<file path="src/rtl/gshare_predict.sv">
// gshare direction predictor: table of saturating counters indexed by pc_IF ^ GHR,
// prediction in ID, training and GHR repair in EX, table cleared by a post-reset sweep.
module gshare_predict #(
  parameter int unsigned       INDEX_W  = 10,
  parameter int unsigned       CTR_W    = 2,
  parameter int unsigned       HIST_W   = 8,
  parameter logic [CTR_W-1:0]  INIT_CTR = CTR_W'(2**(CTR_W-1))
) (
  input  logic        clk,
  input  logic        rstn,
  input  logic        stall,
  input  logic        flush,
  input  logic [15:0] pc_IF,
  input  logic        branch_ID,
  input  logic        branch_EX,
  input  logic        branch_result_EX,
  output logic        branch_predict_ID,
  output logic        mispredict_EX,
  output logic        ready
);

  localparam int unsigned      ENTRIES = 2**INDEX_W;
  localparam logic [CTR_W-1:0] CTR_MAX = '1;
  localparam logic [0:0]       ST_INIT = 1'b0;
  localparam logic [0:0]       ST_RUN  = 1'b1;

  logic [0:0]         state;
  logic [INDEX_W-1:0] init_ptr;
  logic [HIST_W-1:0]  ghr;
  logic [HIST_W-1:0]  ghr_next;
  logic [HIST_W-1:0]  hist_ID;
  logic [HIST_W-1:0]  hist_EX;
  logic [INDEX_W-1:0] idx_IF;
  logic [INDEX_W-1:0] idx_ID;
  logic [INDEX_W-1:0] idx_EX;
  logic [CTR_W-1:0]   ctr_ID;
  logic [CTR_W-1:0]   ctr_EX;
  logic [CTR_W-1:0]   ctr_train;
  logic [CTR_W-1:0]   tbl [ENTRIES];
  logic               we;
  logic [INDEX_W-1:0] waddr;
  logic [CTR_W-1:0]   wdata;
  logic               run;
  logic               unused_pc;

  assign unused_pc = ^(pc_IF >> INDEX_W);

  assign run               = (state == ST_RUN);
  assign ready             = run;
  assign idx_IF            = pc_IF[INDEX_W-1:0] ^ INDEX_W'(ghr);
  assign branch_predict_ID = run & ctr_ID[CTR_W-1];
  assign mispredict_EX     = run & branch_EX & (branch_result_EX != ctr_EX[CTR_W-1]);

  always_comb begin
    if (branch_result_EX) ctr_train = (ctr_EX == CTR_MAX) ? CTR_MAX : ctr_EX + CTR_W'(1);
    else                  ctr_train = (ctr_EX == '0)      ? '0      : ctr_EX - CTR_W'(1);
  end

  // Single write port shared by the INIT sweep and EX training.
  always_comb begin
    we    = 1'b0;
    waddr = init_ptr;
    wdata = INIT_CTR;
    if (rstn) begin
      if (!run) begin
        we = 1'b1;
      end else if (branch_EX && !stall) begin
        we    = 1'b1;
        waddr = idx_EX;
        wdata = ctr_train;
      end
    end
  end

  // Repair from the EX snapshot outranks the speculative ID shift.
  always_comb begin
    ghr_next = ghr;
    if (mispredict_EX)                 ghr_next = HIST_W'({hist_EX, branch_result_EX});
    else if (branch_ID && !flush && run) ghr_next = HIST_W'({ghr, branch_predict_ID});
  end

  always_ff @(posedge clk) begin
    if (we) tbl[waddr] <= wdata;
  end

  always_ff @(posedge clk) begin
    if (!rstn) begin
      state    <= ST_INIT;
      init_ptr <= '0;
      ghr      <= '0;
      ctr_ID   <= '0;
      idx_ID   <= '0;
      hist_ID  <= '0;
      ctr_EX   <= '0;
      idx_EX   <= '0;
      hist_EX  <= '0;
    end else if (state == ST_INIT) begin
      init_ptr <= init_ptr + INDEX_W'(1);
      if (init_ptr == '1) state <= ST_RUN;
    end else if (!stall) begin
      ghr     <= ghr_next;
      ctr_ID  <= tbl[idx_IF];
      idx_ID  <= idx_IF;
      hist_ID <= ghr;
      ctr_EX  <= ctr_ID;
      idx_EX  <= idx_ID;
      hist_EX <= hist_ID;
    end
  end

endmodule

</file>
<file path="config.mk">
export PLATFORM = sky130hd
export DESIGN_NAME = gshare_predict
export DESIGN_NICKNAME = d
export VERILOG_FILES = /design/src/rtl/gshare_predict.sv
export SDC_FILE = /design/constraint.sdc
export NUM_CORES = 2
export LEC_CHECK = 0
export ABC_AREA = 1
export CAP_MARGIN = 20
export CORE_MARGIN = 3
export CORE_UTILIZATION = 45
export CTS_BUF_LIST = sky130_fd_sc_hd__clkbuf_16
export DETAILED_ROUTE_END_ITERATION = 8
export PLACE_DENSITY_LB_ADDON = 0.12
export SYNTH_ARGS = -nofsm -noshare
export SYNTH_HDL_FRONTEND = slang
export SYNTH_SLANG_ARGS = --single-unit
</file>
<file path="constraint.sdc">
create_clock -name clk -period 78.7 [get_ports clk]
set_clock_uncertainty 0.2 [all_clocks]
set_input_delay 11.805 -clock clk [delete_from_list [all_inputs] [get_ports clk]]
set_output_delay 11.805 -clock clk [all_outputs]
set_load 0.01 [all_outputs]
</file>
## Yosys cells after proc, flatten, opt, wreduce, memory -nomap -nowiden

Memory sizes are Yosys's and may differ from the RTL's. A register that Yosys moved wholly into a read port is not among the register bits.
Index checks and enable logic that the tools add are counted.

- Bits in latches: 0
- Output and inout bits: 3
- Memories: 1
- RAM bits: 2048
- Logic and storage cells: 48
- Register bits after elaboration: 55
- ROM bits: 0
- Bits of input ports: 23

Memories:

| name | words | width | rd ports | clocked after memory_dff | wr ports | RTL line | text |
|---|---|---|---|---|---|---|---|
| tbl | 1024 | 2 | 1 | 1 | 1 | 39 | `logic [CTR_W-1:0] tbl [ENTRIES];` |

- Div/mod/pow operators: 0
- Bitwise operators: 5
- Reductions and logical operators: 10
- Shifts and indexed selects: 0
- Eq/ne operators: 3
- Mux-type cells: 18
- Magnitude comparators: 0
- Add/sub/neg operators: 3
- Multiply operators: 0

Operators by type and width:

| cell | count |
|---|---|
| 2-to-1 mux 10 bit | 3 |
| 2-to-1 mux 8 bit | 2 |
| 2-to-1 mux 2 bit | 6 |
| adder 10 x 1 -> 10 bit (second input constant) | 1 |
| equality test 10 bit (second input constant) | 1 |
| XOR 10 x 8 -> 10 bit | 1 |
| 2-to-1 mux 1 bit | 7 |
| bitwise AND 1 bit | 3 |
| logical AND 1 bit | 3 |
| logical NOT 1 bit | 3 |
| AND reduction 3 bit | 1 |
| adder 2 x 1 -> 2 bit (second input constant) | 1 |
| equality test 2 bit (second input constant) | 1 |
| logical NOT 2 bit | 1 |
| AND reduction 2 bit | 1 |
| nonzero test 2 bit | 1 |
| subtractor 2 x 1 -> 2 bit (second input constant) | 1 |
| inequality test 1 bit | 1 |
| NOT 1 bit | 1 |

## Depth between registers and ports, before layout

- Depth in word-level cells: 7
- Gate-level depth with buffers: 18
- Depth with buffers taken out: 16

## Worst setup path after synthesis

Ideal clock, no wire load.

- Kind: input port to flip-flop
- Start: input branch_EX
- End: memory tbl[0][0], data pin
- Cell stages on the path: 7
- Setup time: 8.347 ns
- Path slack: 16.653 ns
- Path buffers: 1
- Arrival time: 53.500 ns
- Data required time: 70.153 ns
- Cells stage by stage: inv_1 > nor2_1 > inv_1 > nor2_2 > inv_2 > buf_2 > a211oi_1

- Word-level cells in the longest chain between the ends: 4

Ends and longest elaborated chain:

| item | RTL line | text |
|---|---|---|
| from (decl) | 15 | `input logic branch_EX,` |
| logical AND 1 bit | 67 | `end else if (branch_EX && !stall) begin` |
| 2-to-1 mux 2 bit | 67 |  |
| 2-to-1 mux 2 bit | 65 | `if (!run) begin` |
| 2-to-1 mux 2 bit | 64 | `if (rstn) begin` |
| named net wdata[0] | 42 | `logic [CTR_W-1:0] wdata;` |
| to (decl) | 39 |  |

The timed path passes the listed nets, and every way through them passes these cells.

## Worst setup path in the final report

- Start: input branch_result_EX
- End: output mispredict_EX

- Word-level cells in the longest chain between the ends: 2

Ends and longest elaborated chain:

| item | RTL line | text |
|---|---|---|
| from (decl) | 16 | `input logic branch_result_EX,` |
| inequality test 1 bit | 52 | `assign mispredict_EX = run & branch_EX & (branch_result_EX != ctr_EX[CTR_W-1]);` |
| bitwise AND 1 bit | 52 |  |
| to (decl) | 18 | `output logic mispredict_EX,` |

No other way between the ends.

==> impl_metrics.toml <==
[critical_path]
rrSetupSlack_ns = 72.04
crit_path_cell_trace = "clkdlybuf4s50_1, nand2_1, inv_1, nor4_2, clkdlybuf4s50_1"
reg2reg_to = "ctr_ID[1]$_SDFFE_PN0P_"
r2r-start = "ghr[0]$_SDFFE_PN0P_"
end_kind = "output pin"
cp.arrival_ns = 13.54
cp-endpoint = "mispredict_EX"
slowest_stage = "clkdlybuf4s50_1"
crit_start = "branch_result_EX"
required_ns = 66.69
crit_fanout = 4
critPathKind = "input port to output pin"
critPathLaunchType = "input port"
cpMostUsedCell = "clkdlybuf4s50_1"
slowest_delay_ns = 0.61
reg2reg_depth = 16

[pwr]
clkPwrFrac_pct = 42.9
p_seq_share_pct = 52.6
p_comb_share_pct = 4.5
power.switching_mw = 0.507
p_leak_nw = 35.7
cellPowerDensity_nw_per_um2 = 23.4
p_int_mw = 1.80
swShare_pct = 22.0
peakVddDrop_mv = 0.0221

[synth]
synth_fp_nets = 8329
synth_edf_count = 2048
synthesis.area_um2 = 89500
synth_cells = 8305
ys_ff_latch = 2105
async_reset_ff_share_pct = 0
synth_top_area_cell = "edfxtp_1"
avgSynthCellArea_um2 = 10.8
yosys-top-cells-count = "nand2_1 (2092), edfxtp_1 (2048), nand3_1 (2025), nor2_1 (1136), buf_2 (258)"
synth_area_leaders = "edfxtp_1 (69%), nand3_1 (11%), nand2_1 (8.8%)"
synth_cell_types = 32
ys.flop_type = "edfxtp_1"
yosysWarnings = 0
yosysSeqAreaShare_pct = 70.0
post-synth-top-count-cell = "nand2_1"
yosysTopAreaCellShare_pct = 68.7

[placed_design]
placed_cell_area_um2 = 91500
port_buffers = 19
routabilityCongestion = 0.792
place_hpwl_um = 127000

[final_layout]
drive_gt1_share_pct = 6.03
areaGrowthSynthToFinish_pct = 9.92
post-route-util_pct = 49.8
layout.nets = 8039
final_area_um2 = 98400

[clock_network]
postCtsHoldBufs = 0
insertion_delay_ns = 0.86
path_clk_slew_ns = 0.06
cts_resized = 0
htree_levels = 4
cts_sinks = 2105
clk_path_buf_depth = 3
cts_setup_buffers = 0
cts_root_buf = "clkbuf_16"
cts_tree = "done"
cts_inserted_buffers = 219

[global_route]
grt_use_total_pct = 25.4
overflow = 0
grt_pass1_vias = 60000
antenna_found_initial = 10
grt_max_degree = 232
grt_pass1_wl_um = 385000

[drt]
drt_iter0_markers = 7010
avgRoutedWirePerCell_um = 24.2
ant_nets = 0
dr.pass1.iters = 6
vias_per_cell = 5.67
drc = 0
routed_wl_um = 262000
vias = 61400

[floorplanning]
die_h_um = 452
die_w_um = 452
core_area_um2 = 198000
num_rows = 163
die_area_um2 = 204000
io_pins = 26
start_util_pct = 45.3

[timing]
hold_violations = 0
period_needed_ns = 25.54
grt_setup_unrepaired = "false"
maxSlewHeadroom_pct = 3.93
slew_violations = 0
fin_tns_setup_ns = 0
finalSetupViolations = 0
max_freq_mhz = 39.1
worstMarginPinSlew_ns = 1.44
finalCritPeriodShare_pct = 32.5

[min_path]
hold_path.class = "flip-flop to flip-flop"
worstHoldStart = "idx_ID[2]$_SDFFE_PN0P_"

[run_status]
outcome = "finished clean"

[job]
drv_cap = 0
how the worst min path moves through the flow:
| stage | endpoint | slack (ns) | cells after the start |
|---|---|---|---|
| 4_1_cts | ready$_SDFF_PN0_ | 0.28 | 2 |
| 6_report | idx_EX[2]$_SDFFE_PN0P_ | 0.27 | 2 |
| 5_1_grt | idx_EX[2]$_SDFFE_PN0P_ | 0.30 | 2 |
| 2_1_floorplan | ctr_EX[0]$_SDFFE_PN0P_ | 0.23 | 2 |
| 3_3_place_gp | hist_EX[4]$_SDFFE_PN0P_ | 0.26 | 2 |
| 3_5_place_dp | idx_EX[2]$_SDFFE_PN0P_ | 0.27 | 2 |
per-layer routing:
metal  vias up  GRT usage, %  part of all wire [%]
met5         -             0                0.0046
met4         2          8.76                   3.6
met3       441          3.22                   7.0
met2      2153          41.3                    47
met1     30500          35.3                    43
li1      28300             -                     -
power groups by stage:
stage / Sequential (mW) / Clock, mW / Combinational, mW
3_5_place_dp: 1.23 / 0 / 0.103
4_1_cts: 1.21 / 1.00 / 0.103
5_1_grt: 1.21 / 1.05 / 0.112
2_1_floorplan: 1.23 / 0 / 0.0689
3_3_place_gp: 1.23 / 0 / 0.102
6_report: 1.21 / 0.988 / 0.103
cell usage in the layout (no fill, tap or decap), drive strengths merged:
| cell | instances |
|---|---|
| buf | 125 |
| a211oi | 1 |
| nor3 | 19 |
| nor4 | 2 |
| nor2 | 1143 |
| o21ai | 78 |
| or2 | 4 |
| clkdlybuf4s50 | 19 |
| nand2 | 2095 |
| xnor2 | 6 |
| a21oi | 25 |
| bufinv | 15 |
| nand3 | 2026 |
| o211ai | 20 |
| nand4 | 2 |
| clkinv | 101 |
| a31oi | 8 |
| edfxtp | 2048 |
| o22ai | 8 |
| clkbuf | 223 |
| dfxtp | 57 |
| diode | 4 |
| ha | 1 |
| clkinvlp | 1 |
| inv | 170 |
layout make-up:
type,count,area [um2]
Inverter,107,424
Antenna cell,4,10.0
Sequential cell,2105,62600
Clock buffer,223,5580
Clock inverter,180,1260
Fill cell,17900,99200
Timing Repair Buffer,144,1420
Tap cell,2640,3300
Multi-Input combinational cell,5438,23800
critical path, delay by kind of cell:
kind                   cells  cell delay (ns)
buffers and inverters      3             1.20
AND/OR/NAND/NOR            2             0.52
sequential cells by signal (all words and copies together), names as in the netlist:
| signal | cells |
|---|---|
| ctr_ID | 2 |
| ghr | 8 |
| idx_ID | 10 |
| init_ptr | 10 |
| hist_EX | 7 |
| tbl | 2048 |
| ready | 1 |
| ctr_EX | 2 |
| idx_EX | 10 |
| hist_ID | 7 |
cell families after synthesis:
| kind of cell | Yosys count | synth area share (%) |
|---|---|---|
| simple gates | 5291 | 25.1 |
| compound gates | 140 | 0.889 |
| buf+inv | 762 | 3.95 |
| xor+xnor | 6 | 0.0587 |
| fa+ha+maj | 1 | 0.0140 |
| flops | 2105 | 70.0 |
metrics by stage:
step	setup slack (ns)	total power [mW]	std cells	hold slack [ns]
2_1_floorplan	16.65	1.30	8305	0.230
3_3_place_gp	53.17	1.34	10400	0.260
3_5_place_dp	53.17	1.34	10400	0.270
4_1_cts	53.17	2.32	10800	0.277
5_1_grt	53.10	2.37	10800	0.301
6_report	53.16	2.30	10800	0.271
(Power assumes the default switching activity.)
